File: src/rtl/mem_port_arb.sv
// mem_port_arb: shares one memory port between the instruction fetch unit
// and the load/store unit. One transaction in flight at a time. LSU wins
// contention until the IFU has been passed over STARVE_LIMIT times in a row.
module mem_port_arb #(
  parameter int ADDR_WIDTH   = 32,
  parameter int DATA_WIDTH   = 32,
  parameter int DATA_BYTE    = DATA_WIDTH / 8,
  parameter int STARVE_LIMIT = 4
) (
  input  logic                  clk,
  input  logic                  rst,
  // instruction fetch requester
  input  logic                  ifu_req_vld,
  output logic                  ifu_req_rdy,
  input  logic [ADDR_WIDTH-1:0] ifu_req_addr,
  input  logic                  ifu_flush,
  output logic                  ifu_rsp_vld,
  output logic [DATA_WIDTH-1:0] ifu_rsp_data,
  // load/store requester
  input  logic                  lsu_req_vld,
  output logic                  lsu_req_rdy,
  input  logic [ADDR_WIDTH-1:0] lsu_req_addr,
  input  logic [DATA_WIDTH-1:0] lsu_req_data,
  input  logic [DATA_BYTE-1:0]  lsu_req_data_strobe,
  output logic                  lsu_rsp_vld,
  output logic [DATA_WIDTH-1:0] lsu_rsp_data,
  // shared memory port
  output logic                  mem_req_vld,
  input  logic                  mem_req_rdy,
  output logic [ADDR_WIDTH-1:0] mem_req_addr,
  output logic [DATA_WIDTH-1:0] mem_req_data,
  output logic [DATA_BYTE-1:0]  mem_req_strobe,
  input  logic                  mem_rsp_vld,
  input  logic [DATA_WIDTH-1:0] mem_rsp_data
);

  localparam int CNT_W = $clog2(STARVE_LIMIT + 1);
  localparam logic [CNT_W-1:0] LIMIT = CNT_W'(STARVE_LIMIT);

  typedef enum logic [1:0] {
    IDLE = 2'd0,
    REQ  = 2'd1,
    WAIT = 2'd2
  } state_t;

  state_t           state_reg;
  state_t           state_next;
  logic [CNT_W-1:0] starve_cnt_reg;
  logic             drop_reg;
  logic             owner_reg;   // 1 = LSU owns the in-flight transaction, 0 = IFU
  logic             grant_lsu;
  logic             grant_ifu;
  logic             rsp_done;

  // The memory response closes the transaction only while waiting for it.
  assign rsp_done = (state_reg == WAIT) && mem_rsp_vld;

  // State register.
  always_ff @(posedge clk or posedge rst) begin
    if (rst) begin
      state_reg <= IDLE;
    end else begin
      state_reg <= state_next;
    end
  end

  // Next-state logic, combinational grant and request-side handshakes.
  always_comb begin
    state_next  = state_reg;
    ifu_req_rdy = 1'b0;
    lsu_req_rdy = 1'b0;
    mem_req_vld = 1'b0;
    // LSU wins unless the IFU has been starved to the limit while waiting.
    grant_lsu   = lsu_req_vld && !(ifu_req_vld && (starve_cnt_reg == LIMIT));
    grant_ifu   = ifu_req_vld && !grant_lsu;
    case (state_reg)
      IDLE: begin
        lsu_req_rdy = grant_lsu;
        ifu_req_rdy = grant_ifu;
        if (grant_lsu || grant_ifu) begin
          state_next = REQ;
        end
      end
      REQ: begin
        mem_req_vld = 1'b1;
        if (mem_req_rdy) begin
          state_next = WAIT;
        end
      end
      WAIT: begin
        if (mem_rsp_vld) begin
          state_next = IDLE;
        end
      end
      default: begin
        state_next = IDLE;
      end
    endcase
  end

  // Capture the granted request so the memory port sees stable fields.
  always_ff @(posedge clk or posedge rst) begin
    if (rst) begin
      mem_req_addr   <= '0;
      mem_req_data   <= '0;
      mem_req_strobe <= '0;
      owner_reg      <= 1'b0;
    end else if (lsu_req_rdy) begin
      mem_req_addr   <= lsu_req_addr;
      mem_req_data   <= lsu_req_data;
      mem_req_strobe <= lsu_req_data_strobe;
      owner_reg      <= 1'b1;
    end else if (ifu_req_rdy) begin
      mem_req_addr   <= ifu_req_addr;
      mem_req_data   <= '0;
      mem_req_strobe <= '0;
      owner_reg      <= 1'b0;
    end
  end

  // Count LSU grants that bypassed a waiting IFU; an IFU grant resets it.
  always_ff @(posedge clk or posedge rst) begin
    if (rst) begin
      starve_cnt_reg <= '0;
    end else if (ifu_req_rdy) begin
      starve_cnt_reg <= '0;
    end else if (lsu_req_rdy && ifu_req_vld && (starve_cnt_reg != LIMIT)) begin
      starve_cnt_reg <= starve_cnt_reg + 1'b1;
    end
  end

  // Remember a flush of an in-flight fetch so its response is swallowed.
  always_ff @(posedge clk or posedge rst) begin
    if (rst) begin
      drop_reg <= 1'b0;
    end else if (rsp_done) begin
      drop_reg <= 1'b0;
    end else if (ifu_flush && !owner_reg && (state_reg != IDLE)) begin
      drop_reg <= 1'b1;
    end
  end

  // Route the memory response to its owner as a one-cycle registered pulse.
  always_ff @(posedge clk or posedge rst) begin
    if (rst) begin
      ifu_rsp_vld  <= 1'b0;
      ifu_rsp_data <= '0;
      lsu_rsp_vld  <= 1'b0;
      lsu_rsp_data <= '0;
    end else begin
      // A flush arriving together with the response still suppresses it.
      ifu_rsp_vld <= rsp_done && !owner_reg && !drop_reg && !ifu_flush;
      lsu_rsp_vld <= rsp_done && owner_reg;
      if (rsp_done && !owner_reg && !drop_reg && !ifu_flush) begin
        ifu_rsp_data <= mem_rsp_data;
      end
      if (rsp_done && owner_reg) begin
        lsu_rsp_data <= mem_rsp_data;
      end
    end
  end

endmodule

File: config.mk
export PLATFORM = sky130hd
export DESIGN_NAME = mem_port_arb
export DESIGN_NICKNAME = d
export VERILOG_FILES = /design/src/rtl/mem_port_arb.sv
export SDC_FILE = /design/constraint.sdc
export NUM_CORES = 1
export LEC_CHECK = 0
export ABC_AREA = 1
export CAP_MARGIN = 20
export CORE_UTILIZATION = 41
export DETAILED_ROUTE_END_ITERATION = 8
export PLACE_DENSITY = 0.9
export SETUP_SLACK_MARGIN = 0.1
export SLEW_MARGIN = 30
export SYNTH_ARGS = -nofsm -noshare
export SYNTH_HDL_FRONTEND = slang
export SYNTH_SLANG_ARGS = --single-unit
File: constraint.sdc
create_clock -name clk -period 4.8 [get_ports clk]
set_clock_uncertainty 0.2 [all_clocks]
set_input_delay 0.48 -clock clk [delete_from_list [all_inputs] [get_ports clk]]
set_output_delay 0.48 -clock clk [all_outputs]
set_load 0.005 [all_outputs]
; After elaboration in Yosys (flattened, before gate mapping)
; Cells that the tools add are included.
[totals]
ff_bits = 141
latchBits = 0
mem_bits_rw = 0
rom_bits = 0
input_bits = 139
output_inout_bits = 137
wordCells = 62
mem_count = 0
[classes]
n_addsub = 1
mul = 0
n_div = 0
n_lt_le_gt_ge = 0
eq_ne = 7
shift = 0
mux = 19
n_bitwise = 0
reduce_logical = 24
[ops]
columns = cell, count
row1 = 2-to-1 mux 32 bit, 4
row2 = logical AND 1 bit, 12
row3 = 2-to-1 mux 4 bit, 2
row4 = nonzero test 2 bit, 4
row5 = 2-to-1 mux 1 bit, 7
row6 = 2-to-1 mux 2 bit, 3
row7 = 2-to-1 mux 3 bit, 2
row8 = "!= test 2 bit, second input constant", 3
row9 = case mux 2 bit (3 select lines), 1
row10 = zero test 1 bit, 5
row11 = "adder 3 x 1 -> 3 bit, second input constant", 1
row12 = "== test 3 bit, second input constant", 1
row13 = "!= test 3 bit, second input constant", 1
row14 = AND reduction 3 bit, 1
row15 = "== test 2 x 1 -> 1 bit, second input constant", 1
row16 = "== test 2 bit, second input constant", 1
row17 = zero test 2 bit, 1
row18 = logical OR 1 bit, 1

; Longest topological paths before layout
; Gate-level depths: netlist of run 1.
[logic_depth]
word_depth = 9
depth_mapped = 9
mapped_depth_nobuf = 8

; Worst setup path before layout of run 1
; OpenSTA, ideal clock, no wires.
[synth_timing]
path_type = register to output
from = register starve_cnt_reg[0]
to = output port lsu_req_rdy
arrival_ns = 1.264
required_ns = 4.120
slack_ns = 2.856
path_stages_with_launch = 7
path_buffers = 1
cell_sequence = dfrtp_1 inv_1 ha_1 nand3_1 nand3_2 inv_2 clkbuf_1
[synth_via]
elab_chain_cells = 5
[synth_lines]
columns = item, line
row1 = from (decl), 48  ; logic [CNT_W-1:0] starve_cnt_reg;
row2 = from (signal assigned), 128  ; starve_cnt_reg <= starve_cnt_reg + 1'b1;
row3 = == test 3 bit, 74  ; grant_lsu = lsu_req_vld && !(ifu_req_vld && (starve_cnt_reg == LIMIT));
row4 = logical AND 1 bit, 74
row5 = zero test 1 bit, 74
row6 = logical AND 1 bit, 74
row7 = 2-to-1 mux 1 bit, 76  ; case (state_reg)
row8 = to (decl), 21  ; output logic lsu_req_rdy,
; Every way passes these cells.

; Worst setup path in the final report of run 1
[layout_timing]
from = register state_reg[1]
to = output port lsu_req_rdy
[layout_via]
elab_chain_cells = 2
[layout_lines]
columns = item, line
row1 = from (decl), 46  ; state_t state_reg;
row2 = from (signal assigned), 63  ; state_reg <= state_next;
row3 = zero test 2 bit, 76
row4 = 2-to-1 mux 1 bit, 76
; Every way passes these cells.

==> PnR_summary.wiki, run 1 <==
{| class="wikitable"
! Metric !! Value
|-
| Outcome || completed
|-
| First-pass DRT Iterations || 5
|-
| Area of the core || 14000 um2
|-
| Worst R2R End || mem_req_addr[16]
|-
| Master cell of the clock root buffer || sky130_fd_sc_hd__clkbuf_16
|-
| Data required time at the worst endpoint || 4120 ps
|-
| Number of nets in the layout || approximately 1100
|-
| Clock slew at reported path FFs || about 60 ps
|-
| Crit-path max FO || 38
|-
| Measured slew at the worst slew-check pin || between 800 and 900 ps
|-
| Worst setup path endpoint || lsu_req_rdy
|-
| Initial Utilization || 0.423
|-
| First-pass GRT wire length || between 20000 and 30000 um
|-
| Share of flip-flops with an asynchronous set or reset after synthesis || 1.00
|-
| Netlist Area Pre-Place || around 6000 um2
|-
| Overall routed net length || between 15000 and 20000 um
|-
| Antenna violations before repair || 0
|-
| TritonCTS clock tree || done
|-
| Largest vdd supply drop || 343 uV
|-
| Adder and majority gate portion of the synthesized area || 0.00423
|-
| Filler cell count || 1081
|-
| Count of pins over their slew limit || 0
|-
| Worst Setup Start Kind || register
|-
| Most instantiated flip-flop cell in the synthesis netlist || sky130_fd_sc_hd__dfrtp_1
|-
| Commonest cells post-synth || sky130_fd_sc_hd__nand2_1 (400), sky130_fd_sc_hd__dfrtp_1 (141), sky130_fd_sc_hd__inv_1 (43)
|-
| Deepest clock path buffer count || 2
|-
| Multiplexer share of the synthesized area || 0
|-
| Global-route usage over all layers || 0.236
|-
| # diodes || 0
|-
| Post-detailed-route DRC marker count || 0
|-
| Count of distinct cell types in the synthesized netlist || 21
|-
| I/O pin cnt || about 280
|-
| EDFF count, synth || 0
|-
| Total CTS buffers || 17
|-
| Remaining global-route overflow || 0
|-
| Final number of setup-violating endpoints || 0
|-
| Synth Area in Compound Gates || 0.0385
|-
| Via/cell ratio || about 4.8
|-
| Number of rows in the core area || between 40 and 50
|-
| Launch point of the worst reg-to-reg path || state_reg[1]
|-
| Vertical die dimension || ~120 um
|-
| Warning count from the yosys run || 0
|-
| RSZ-0062 raised after global routing || false
|-
| Post-synthesis share of cell area spent on xor and xnor gates || 0.00148
|-
| Endpoint type of the worst setup path || output port
|-
| Count of nets left with antenna violations after detail routing || 0
|-
| Post-CTS sizing || 0
|-
| Combinational family with the most area after synthesis || simple AND/OR/NAND/NOR gates
|-
| HP Class || register to register
|-
| Area growth, synth to finish || 59.0%
|-
| Share of synthesized cell area in and, or, nand and nor gates || 0.300
|-
| Number of global-route vias before repair || between 5000 and 6000
|-
| Maximum achievable frequency || between 200 and 300 MHz
|-
| Worst R2R Path Depth || 7
|-
| Min-delay src || mem_req_data[22]
|-
| Horizontal extent of the die || about 120 um
|-
| Synth Register Bits || 141
|-
| Final period utilization || 0.742
|-
| Utilization of the core after routing || 0.672
|-
| Post-detail-place hpwl || 11600 um
|-
| First-iteration detailed-routing DRC count || around 400
|-
| Critical path arrival || roughly 2900 ps
|-
| Critical path origin || state_reg[1]
|-
| PD cells || between 600 and 700 nW/um2
|-
| GPL Wtd Cong || 0.843
|-
| Syn avg cell area || 8.25 um2
|-
| Count of input and output buffers || ~280
|-
| Most repeated cell in the gate-level netlist after synthesis || sky130_fd_sc_hd__nand2_1
|-
| Cts hold-fix bufs || 0
|-
| Total leakage power || around 4.7 nW
|-
| Worst Setup Path Type || register to output port
|-
| Average routed wire per standard cell || 14.6 um
|-
| Slew headroom || 0.438
|-
| Maximum level of the CTS H-tree || 4
|-
| Maximum number of pins on one net before global-route repair || 87
|-
| Fraction of final layout cells with drive strength greater than 1 || 0.0494
|-
| Dominant cell type by area after synthesis || sky130_fd_sc_hd__dfrtp_1
|-
| Total number of vias || approximately 5600
|-
| Total Negative Setup Slacks || 0 ps
|-
| Source-to-sink clock delay at the later pin of the worst-skew pair || around 400 ps
|-
| Sequential fraction of the synthesis area || 0.597
|-
| Number of clock sinks || between 100 and 150
|-
| Setup repair bufs after CTS || 0
|-
| Dominant cells by area after synthesis || sky130_fd_sc_hd__dfrtp_1 (60%), sky130_fd_sc_hd__nand2_1 (25%), sky130_fd_sc_hd__nand4_1 (3.5%), sky130_fd_sc_hd__o21ai_0 (3.2%), sky130_fd_sc_hd__inv_1 (2.7%)
|-
| Cell count after synthesis || around 700
|-
| Register-to-register path setup slack || approximately 2100 ps
|-
| Number of max-cap violations || 0
|-
| Hold Vio Cnt, Final || 0
|-
| Area share of the leading cell type in the synthesized netlist || 0.597
|-
| Mapped Nets || 858
|-
| Die area || ~15000 um2
|-
| Final critical path time including I/O delays and setup || about 3600 ps
|}
==> area by class of cell <==
type,instances,area (um2),share of cell area
clock inverter,12,161,0.0172
timing repair buffer,283,2810,0.299
multi-input combinational,490,2040,0.217
sequential,141,3530,0.375
clock buffer,20,457,0.0486
tap,180,225,0.0239
inverter,46,180,0.0192
==> where the power goes <==
part	internal (W)	switching, W	total [W]	leakage, nW
combinational	0.00128	0.00107	0.00235	2.68
clock	0.000849	0.000513	0.00136	0.293
sequential	0.00173	0.000308	0.00204	1.69
total	0.00386	0.00189	0.00575	4.66
==> cell usage in the layout, fill, tap and decap left out <==
| master | n |
|---|---|
| sky130_fd_sc_hd__nand2_1 | 400 |
| sky130_fd_sc_hd__clkdlybuf4s50_1 | 275 |
| sky130_fd_sc_hd__dfrtp_1 | 141 |
| sky130_fd_sc_hd__inv_1 | 41 |
| sky130_fd_sc_hd__o21ai_0 | 38 |
| sky130_fd_sc_hd__nand4_1 | 33 |
| sky130_fd_sc_hd__clkbuf_16 | 17 |
| sky130_fd_sc_hd__buf_4 | 8 |
| sky130_fd_sc_hd__nand3_1 | 6 |
| sky130_fd_sc_hd__inv_2 | 3 |
| sky130_fd_sc_hd__nor2_1 | 3 |
| sky130_fd_sc_hd__inv_6 | 3 |
| sky130_fd_sc_hd__bufinv_16 | 3 |
| sky130_fd_sc_hd__clkinv_4 | 3 |
| sky130_fd_sc_hd__clkinvlp_4 | 3 |
| sky130_fd_sc_hd__ha_1 | 2 |
| sky130_fd_sc_hd__clkbuf_8 | 2 |
| sky130_fd_sc_hd__nor3_2 | 1 |
| sky130_fd_sc_hd__nor2_4 | 1 |
| sky130_fd_sc_hd__nand3_2 | 1 |
| sky130_fd_sc_hd__a21oi_4 | 1 |
| sky130_fd_sc_hd__inv_4 | 1 |
| sky130_fd_sc_hd__a21oi_1 | 1 |
| sky130_fd_sc_hd__xnor2_1 | 1 |
| sky130_fd_sc_hd__a31o_2 | 1 |
| sky130_fd_sc_hd__o31ai_1 | 1 |
| sky130_fd_sc_hd__clkbuf_1 | 1 |
| sky130_fd_sc_hd__clkinv_2 | 1 |
==> per-layer routing <==
| layer | share of wire | wire length (um) | vias to the layer above | global-route usage |
|---|---|---|---|---|
| met5 | 0 | 0 | - | 0 |
| met4 | 0.035 | 601 | 0 | 0.125 |
| met3 | 0.077 | 1320 | 44 | 0.0772 |
| met2 | 0.48 | 8300 | 210 | 0.382 |
| met1 | 0.40 | 6930 | 2609 | 0.279 |
| li1 | - | - | 2739 | - |
==> worst max-delay path, cell delays in order (launching register included) <==
cell                              delay (ps)
sky130_fd_sc_hd__dfrtp_1                 450
sky130_fd_sc_hd__nor2_4                  670
sky130_fd_sc_hd__nand3_2                 160
sky130_fd_sc_hd__inv_2                   540
sky130_fd_sc_hd__clkdlybuf4s50_1         640
==> per-stage QoR <==
step	setup WS (ps)	std cells	hold slack, ps	total power, W	area, um2
after floorplan	339	717	265	0.00295	5910
after global placement	1450	1140	253	0.00430	8790
after detailed placement	1420	1140	258	0.00439	8790
after CTS	1240	1172	272	0.00579	9410
after global routing	1040	1172	296	0.00615	9410
final	1240	1172	269	0.00575	9410
==> worst min-delay path by stage <==
| stage | end | cells after the start |
|---|---|---|
| 2_1_floorplan | mem_req_data[0] | 2 |
| 3_3_place_gp | mem_req_data[7] | 2 |
| 3_5_place_dp | mem_req_data[18] | 2 |
| 4_1_cts | mem_req_data[18] | 2 |
| 5_1_grt | mem_req_data[0] | 2 |
| 6_report | mem_req_data[22] | 2 |
==> kinds of logic after synthesis <==
family          after synthesis
buf+inv                      86
fa+ha+maj                     2
flops                       141
xor+xnor                      1
compound gates               42
simple gates                445
No activity file was read; power rests on OpenSTA's default activity.
==> run 2: changes to the inputs <==
==> constraint.sdc (replaced) <==
create_clock -name clk -period 3.45 [get_ports clk]
set_clock_uncertainty 0.2 [all_clocks]
set_input_delay 0.345 -clock clk [delete_from_list [all_inputs] [get_ports clk]]
set_output_delay 0.345 -clock clk [all_outputs]
set_load 0.005 [all_outputs]
==> run 2 against run 1 <==
Against the previous run:
- die area unchanged
- total power increased by 38%
- critical path depth increased by 1
- first-iteration DRC count decreased by 1.2%
- non-clock buffer count increased by 4
- utilization increased by 0.19 points
- cell count increased by 0.26%
- design area increased by 0.28%
- clock power increased by 32%
- critical path type unchanged
==> PnR_summary.wiki, run 2 (synthesis gave the netlist of run 1 again) <==
{| class="wikitable"
! Metric !! Value
|-
| Outcome || completed (unchanged)
|-
| Cts hold-fix bufs || 0 (unchanged)
|-
| Worst R2R Path Depth || 9 (was 7)
|-
| Area of the core || 14000 um2 (unchanged)
|-
| Horizontal extent of the die || 122 um (unchanged)
|-
| Worst Slack Setup Final || 818 ps (was 1240 ps)
|-
| First-pass GRT wire length || 27300 um (was 27100 um)
|-
| Via/cell ratio || 4.84 (was 4.78)
|-
| First-pass DRT Iterations || 5 (unchanged)
|-
| Total number of vias || 5684 (was 5602)
|-
| Count of nets left with antenna violations after detail routing || 0 (unchanged)
|-
| Clock slew at reported path FFs || 60 ps (about the same)
|-
| Total leakage power || 4.68 nW (was 4.66 nW)
|-
| Number of buffer and inverter stages on the critical path || 3 (was 2)
|-
| Total CTS buffers || 17 (unchanged)
|-
| Launch point of the worst reg-to-reg path || state_reg[0] (was state_reg[1])
|-
| Path length in cells of the critical path || 5 (was 4)
|-
| Commonest non-fill, non-tap cell in the layout || sky130_fd_sc_hd__nand2_1 (unchanged)
|-
| PD cells || 840 nW/um2 (was 611 nW/um2)
|-
| Commonest non-fill, non-tap cells in the layout || sky130_fd_sc_hd__nand2_1 (400), sky130_fd_sc_hd__clkdlybuf4s50_1 (275), sky130_fd_sc_hd__dfrtp_1 (141) (unchanged)
|-
| Critical Path Max Stage Delay || 490 ps (was 670 ps)
|-
| TritonCTS clock tree || done (unchanged)
|-
| GPL Wtd Cong || 0.810 (was 0.843)
|-
| Antenna violations before repair || 0 (unchanged)
|-
| Post-detailed-route DRC marker count || 0 (unchanged)
|-
| Slew headroom || 0.607 (was 0.438)
|-
| Number of max-cap violations || 0 (unchanged)
|-
| Post-CTS sizing || 0 (unchanged)
|-
| Count of pins over their slew limit || 0 (unchanged)
|-
| Final critical path time including I/O delays and setup || between 2000 and 3000 ps
|-
| Die area || 14900 um2 (unchanged)
|-
| Final period utilization || 0.763
|-
| Source-to-sink clock delay at the later pin of the worst-skew pair || 400 ps (was 410 ps)
|-
| Overall routed net length || 17200 um (was 17100 um)
|-
| Register-to-register path setup slack || 1500 ps (was 2070 ps)
|-
| Remaining global-route overflow || 0 (unchanged)
|-
| # diodes || 0 (unchanged)
|-
| Final number of setup-violating endpoints || 0 (unchanged)
|-
| Fraction of power consumed by sequential logic || 0.357 (was 0.354)
|-
| Maximum level of the CTS H-tree || 4 (unchanged)
|-
| Total power consumption of the routed design || 0.00793 W (was 0.00575 W)
|-
| Cell-internal power || 0.00536 W (was 0.00386 W)
|-
| Largest vdd supply drop || 637 uV (was 343 uV)
|-
| Net switching power of the design || 0.00257 W (was 0.00189 W)
|-
| RSZ-0062 raised after global routing || false (unchanged)
|-
| Share of power burned in the clock network || 0.226 (was 0.237)
|-
| Switching fraction of total power || 0.324 (was 0.328)
|-
| I/O pin cnt || 276 (unchanged)
|-
| Global-route usage over all layers || 0.237 (was 0.236)
|-
| Initial Utilization || 0.423 (unchanged)
|-
| Maximum achievable frequency || around 380 MHz
|-
| Worst Setup Start Kind || register (unchanged)
|-
| Number of clock sinks || 141 (unchanged)
|-
| Master cell of the clock root buffer || sky130_fd_sc_hd__clkbuf_16 (unchanged)
|-
| Number of rows in the core area || 43 (unchanged)
|-
| Average routed wire per standard cell || 14.7 um (was 14.6 um)
|-
| Deepest clock path buffer count || 2 (unchanged)
|-
| Vertical die dimension || 122 um (unchanged)
|-
| First-iteration detailed-routing DRC count || 407 (was 412)
|-
| Number of global-route vias before repair || 5540 (was 5590)
|-
| Worst Setup Path Type || register to output port (unchanged)
|-
| Hold Vio Cnt, Final || 0 (unchanged)
|-
| HP Class || input port to asynchronous set/reset pin (was register to register)
|-
| Number of nets in the layout || 1124 (was 1120)
|-
| Crit-path max FO || 32 (was 38)
|-
| Setup repair bufs after CTS || 0 (unchanged)
|-
| Post-detail-place hpwl || 11900 um (was 11600 um)
|-
| Measured slew at the worst slew-check pin || 589 ps (was 840 ps)
|-
| Combinational fraction of design power || 0.417 (was 0.409)
|-
| Cell Chain, Critical Path || nor2_4, buf_4, nand3_1, inv_1, clkdlybuf4s50_1 (was nor2_4, nand3_2, inv_2, clkdlybuf4s50_1)
|-
| Slowest cell on the critical path || sky130_fd_sc_hd__clkdlybuf4s50_1 (was sky130_fd_sc_hd__nor2_4)
|-
| Critical path arrival || 2090 ps (was 2880 ps)
|-
| Area growth, synth to finish || 59.5% (was 59.0%)
|-
| Fraction of final layout cells with drive strength greater than 1 || 0.0503 (was 0.0494)
|-
| Worst setup slack after placement || 1010 ps (was 1420 ps)
|-
| Total Negative Setup Slacks || 0 ps (unchanged)
|-
| Worst R2R End || lsu_rsp_data[11] (was mem_req_addr[16])
|-
| Data required time at the worst endpoint || 2900 ps (was 4120 ps)
|-
| Cell family contributing the most delay on the critical path || buffers and inverters (unchanged)
|-
| Endpoint type of the worst setup path || output port (unchanged)
|-
| Count of input and output buffers || 275 (unchanged)
|-
| Maximum number of pins on one net before global-route repair || 83 (was 87)
|}
## run 2: power groups by stage
stage | registers (W) | clock network [W] | logic, W
6_report | 0.00283 | 0.00179 | 0.00330
5_1_grt | 0.00292 | 0.00190 | 0.00366
4_1_cts | 0.00283 | 0.00183 | 0.00335
3_5_place_dp | 0.00283 | 0 | 0.00333
3_3_place_gp | 0.00281 | 0 | 0.00324
2_1_floorplan | 0.00287 | 0 | 0.00124
## run 2: final cells by class
cell class | instances | area (um2)
Inverter | 46 | 176
Clock inverter | 12 | 148
Tap cell | 180 | 225
Clock buffer | 19 | 433
Sequential cell | 141 | 3530
Multi-Input combinational cell | 490 | 2040
Fill cell | 1111 | 4560
Timing Repair Buffer | 287 | 2880
## run 2: through the flow
stage	cell area [um2]	hold WS [ps]	std cells	utilization
after global placement	8850	254	1144	0.633
final	9430	219	1175	0.674
after CTS	9430	228	1175	0.674
after global routing	9430	242	1175	0.674
after floorplan	5920	242	717	-
after detailed placement	8850	261	1144	0.633
## run 2: worst max-delay path by stage
stage	endpoint	slack (ps)	startpoint
2_1_floorplan	drop_reg	1140	rst
3_3_place_gp	mem_req_addr[22]	1080	lsu_req_vld
3_5_place_dp	mem_req_addr[10]	1010	lsu_req_vld
4_1_cts	ifu_req_rdy	800	state_reg[1]
5_1_grt	ifu_req_rdy	690	state_reg[1]
6_report	ifu_req_rdy	820	state_reg[1]
## run 2: worst register-to-register path: stages (launching register included)
cell                      delay (ps)
sky130_fd_sc_hd__dfrtp_1         410
sky130_fd_sc_hd__inv_1           110
sky130_fd_sc_hd__nand3_1         120
sky130_fd_sc_hd__inv_1            90
sky130_fd_sc_hd__nand2_1          50
sky130_fd_sc_hd__buf_4           240
sky130_fd_sc_hd__inv_1           100
sky130_fd_sc_hd__buf_4           340
sky130_fd_sc_hd__nand2_1         130
sky130_fd_sc_hd__nand2_1         100
## run 2: metal layers
metal  vias up  wire length (um)  GRT usage
met5         -                 0          0
li1       2749                 -          -
met3        33              1420     0.0660
met2       237              8340      0.398
met4         0               457     0.0960
met1      2665              7020      0.286
==> run 3: changes to the inputs <==
--- a/config.mk
+++ b/config.mk
@@ -7,9 +7,9 @@
 export LEC_CHECK = 0
 export ABC_AREA = 1
 export CAP_MARGIN = 20
-export CORE_UTILIZATION = 41
+export CORE_UTILIZATION = 37
 export DETAILED_ROUTE_END_ITERATION = 8
-export PLACE_DENSITY = 0.9
+export PLACE_DENSITY = 0.86
 export SETUP_SLACK_MARGIN = 0.1
 export SLEW_MARGIN = 30
 export SYNTH_ARGS = -nofsm -noshare
==> constraint.sdc (replaced) <==
create_clock -name clk -period 2.31 [get_ports clk]
set_clock_uncertainty 0.2 [all_clocks]
set_input_delay 0.231 -clock clk [delete_from_list [all_inputs] [get_ports clk]]
set_output_delay 0.231 -clock clk [all_outputs]
set_load 0.005 [all_outputs]
==> run 3 against run 2 <==
Against the previous run:
- design area up 1.2%
- sequential power grew 49%
- sequential share of layout area fell by 0.46 points
- hold slack got worse by 130 ps
- die area increased by 11%
- sequential cell count is the same
- utilization fell by 5.5 points
- non-clock buffer count is 4 higher
- clock power up 55%
- global-route usage decreased by 2.5 points
- first-iteration DRC count shrank 45%
- critical endpoint unchanged
==> PnR_summary.wiki, run 3 (synthesis gave the netlist of run 1 again) <==
{| class="wikitable"
! Metric !! Value
|-
| Final Instance Area || 9550 um2 (was 9430 um2)
|-
| Worst Setup Start Kind || register (unchanged)
|-
| Final period utilization || 0.870
|-
| Post-route insts no fill || 1211 (was 1175)
|-
| Total CTS buffers || 17 (unchanged)
|-
| Worst Setup Path Type || register to output port (unchanged)
|-
| Global-route usage over all layers || 0.212 (was 0.237)
|-
| Maximum number of pins on one net before global-route repair || 87 (was 83)
|-
| Total Negative Setup Slacks || 0 ps (unchanged)
|-
| Slowest cell on the critical path || sky130_fd_sc_hd__dfrtp_1 (was sky130_fd_sc_hd__clkdlybuf4s50_1)
|-
| First-pass GRT wire length || 27200 um (was 27300 um)
|-
| Average routed wire per standard cell || 14.1 um (was 14.7 um)
|-
| Total power consumption of the routed design || 0.0119 W (was 0.00793 W)
|-
| Cts hold-fix bufs || 0 (unchanged)
|-
| TritonCTS clock tree || done (unchanged)
|-
| Area of the core || 15400 um2 (was 14000 um2)
|-
| Fraction of final layout cells with drive strength greater than 1 || 0.0590 (was 0.0503)
|-
| Filler cell count || 1306 (was 1111)
|-
| Post-detail-place hpwl || 11900 um (about the same)
|-
| Initial Utilization || 0.383 (was 0.423)
|-
| Number of max-cap violations || 0 (unchanged)
|-
| RSZ-0062 raised after global routing || false (unchanged)
|-
| Launch point of the worst reg-to-reg path || starve_cnt_reg[0] (was state_reg[0])
|-
| Final critical path time including I/O delays and setup || 2010 ps
|-
| Area growth, synth to finish || 61.5% (was 59.5%)
|-
| Horizontal extent of the die || 128 um (was 122 um)
|-
| First-iteration detailed-routing DRC count || 225 (was 407)
|-
| Cell Chain, Critical Path || inv_1, ha_2, nand3_2, nand2_1, nand3_1, inv_1, dlygate4sd2_1 (was nor2_4, buf_4, nand3_1, inv_1, clkdlybuf4s50_1)
|-
| Deepest clock path buffer count || 2 (unchanged)
|-
| Remaining global-route overflow || 0 (unchanged)
|-
| I/O pin cnt || 276 (unchanged)
|-
| Clock slew at reported path FFs || 60 ps (about the same)
|-
| Maximum level of the CTS H-tree || 4 (unchanged)
|-
| Total leakage power || 4.73 nW (was 4.68 nW)
|-
| Antenna violations before repair || 0 (unchanged)
|-
| Commonest non-fill, non-tap cell in the layout || sky130_fd_sc_hd__nand2_1 (unchanged)
|-
| Setup repair bufs after CTS || 0 (unchanged)
|-
| # placed instances || 1179 (was 1144)
|-
| Worst Slack Setup Final || 301 ps (was 818 ps)
|-
| Placed cell areas || 8930 um2 (was 8850 um2)
|-
| Outcome || completed (unchanged)
|-
| Number of rows in the core area || 45 (was 43)
|-
| Critical path origin || starve_cnt_reg[0] (was state_reg[1])
|-
| Critical path arrival || 1580 ps (was 2090 ps)
|-
| Largest vdd supply drop || 721 uV (was 637 uV)
|-
| Master cell of the clock root buffer || sky130_fd_sc_hd__clkbuf_16 (unchanged)
|-
| Crit-path max FO || 4 (was 32)
|-
| Total number of vias || 5615 (was 5684)
|-
| Critical Path Max Stage Delay || 400 ps (was 490 ps)
|-
| Number of nets in the layout || 1128 (was 1124)
|-
| Final number of setup-violating endpoints || 0 (unchanged)
|-
| Commonest non-fill, non-tap cells in the layout || sky130_fd_sc_hd__nand2_1 (400), sky130_fd_sc_hd__clkdlybuf4s50_1 (273), sky130_fd_sc_hd__dfrtp_1 (141) (was sky130_fd_sc_hd__nand2_1 (400), sky130_fd_sc_hd__clkdlybuf4s50_1 (275), sky130_fd_sc_hd__dfrtp_1 (141))
|-
| Count of pins over their slew limit || 0 (unchanged)
|-
| Maximum achievable frequency || 498 MHz
|-
| HP Class || input port to asynchronous set/reset pin (unchanged)
|-
| Source-to-sink clock delay at the later pin of the worst-skew pair || 410 ps (was 400 ps)
|-
| Die area || 16500 um2 (was 14900 um2)
|-
| Vertical die dimension || 128 um (was 122 um)
|-
| Hold Vio Cnt, Final || 0 (unchanged)
|-
| First-pass DRT Iterations || 4 (was 5)
|-
| Count of nets left with antenna violations after detail routing || 0 (unchanged)
|-
| Dominant cell type by count on the critical path || sky130_fd_sc_hd__inv_1
|-
| # diodes || 0 (unchanged)
|-
| Slew headroom || 0.695 (was 0.607)
|-
| Count of input and output buffers || 275 (unchanged)
|-
| Number of buffer and inverter stages on the critical path || 3 (unchanged)
|-
| PD cells || 1250 nW/um2 (was 840 nW/um2)
|-
| Overall routed net length || 17100 um (was 17200 um)
|-
| GPL Wtd Cong || 0.868 (was 0.810)
|-
| Endpoint type of the worst setup path || output port (unchanged)
|-
| Via/cell ratio || 4.64 (was 4.84)
|-
| Worst setup slack after placement || 300 ps (was 1010 ps)
|-
| Number of clock sinks || 141 (unchanged)
|-
| Measured slew at the worst slew-check pin || 457 ps (was 589 ps)
|-
| Number of global-route vias before repair || 5464 (was 5540)
|-
| Post-detailed-route DRC marker count || 0 (unchanged)
|-
| Cell family contributing the most delay on the critical path || flip-flops (was buffers and inverters)
|-
| Data required time at the worst endpoint || 1880 ps (was 2900 ps)
|}
[run 3: changes by cell type in the layout (fill, tap and decap cells not counted), moves of 2 or more]
| cell | previous run | this run |
|---|---|---|
| sky130_fd_sc_hd__buf_4 | 9 | 12 |
| sky130_fd_sc_hd__clkbuf_1 | 2 | 0 |
| sky130_fd_sc_hd__clkbuf_8 | 0 | 2 |
| sky130_fd_sc_hd__clkdlybuf4s50_1 | 275 | 273 |
| sky130_fd_sc_hd__clkinv_2 | 5 | 0 |
| sky130_fd_sc_hd__inv_6 | 0 | 4 |
[run 3: cell type report]
type                       count  area, um2  share of cell area
timing repair buffer         291       2920               0.306
clock inverter                13        155              0.0162
clock buffer                  19        453              0.0474
sequential                   141       3530               0.369
inverter                      46        176              0.0185
tap                          211        264              0.0276
multi-input combinational    490       2050               0.215
[run 3: routing by layer]
| layer | wire (um) | vias to the layer above | global-route usage | share of wire |
|---|---|---|---|---|
| met5 | 0 | - | 0 | 0 |
| li1 | - | 2756 | - | - |
| met2 | 8200 | 223 | 0.350 | 0.48 |
| met1 | 7090 | 2610 | 0.255 | 0.41 |
| met4 | 396 | 0 | 0.0768 | 0.023 |
| met3 | 1420 | 26 | 0.0765 | 0.083 |
[run 3: power breakdown]
part	total [W]	internal [W]	leakage, nW	switching [W]
sequential	0.00421	0.00359	1.69	0.000619
clock	0.00277	0.00167	0.289	0.00110
combinational	0.00496	0.00275	2.75	0.00221
total	0.0119	0.00802	4.73	0.00393
[run 3: path summary, 6_finish.rpt]
check                                    end  slack [ps]  cells after the start
setup / recovery                 ifu_req_rdy         300                      7
hold / removal              mem_req_data[10]          90                      3
setup reg to reg           starve_cnt_reg[1]         560                      8
hold reg to reg             mem_req_data[23]         270                      2
max in group asynchronous    mem_req_data[4]        1400                      3
min in group clk           mem_req_strobe[1]         150                      3
[run 3: through the flow]
| step | hold WS [ps] | util |
|---|---|---|
| after detailed placement | 257 | 0.579 |
| final | 87.3 | 0.619 |
| after floorplan | 128 | - |
| after global placement | 254 | 0.579 |
| after global routing | 102 | 0.619 |
| after CTS | 92.8 | 0.619 |
[run 3: worst min-delay path, delay by kind of cell]
kind	cells	cell delay, ps
buffers and inverters	3	860
[run 3: what timing repair did]
action                     4_1_cts  5_1_grt
resized for setup                3        1
pin swaps                        2        0
setup endpoints to repair        2        1
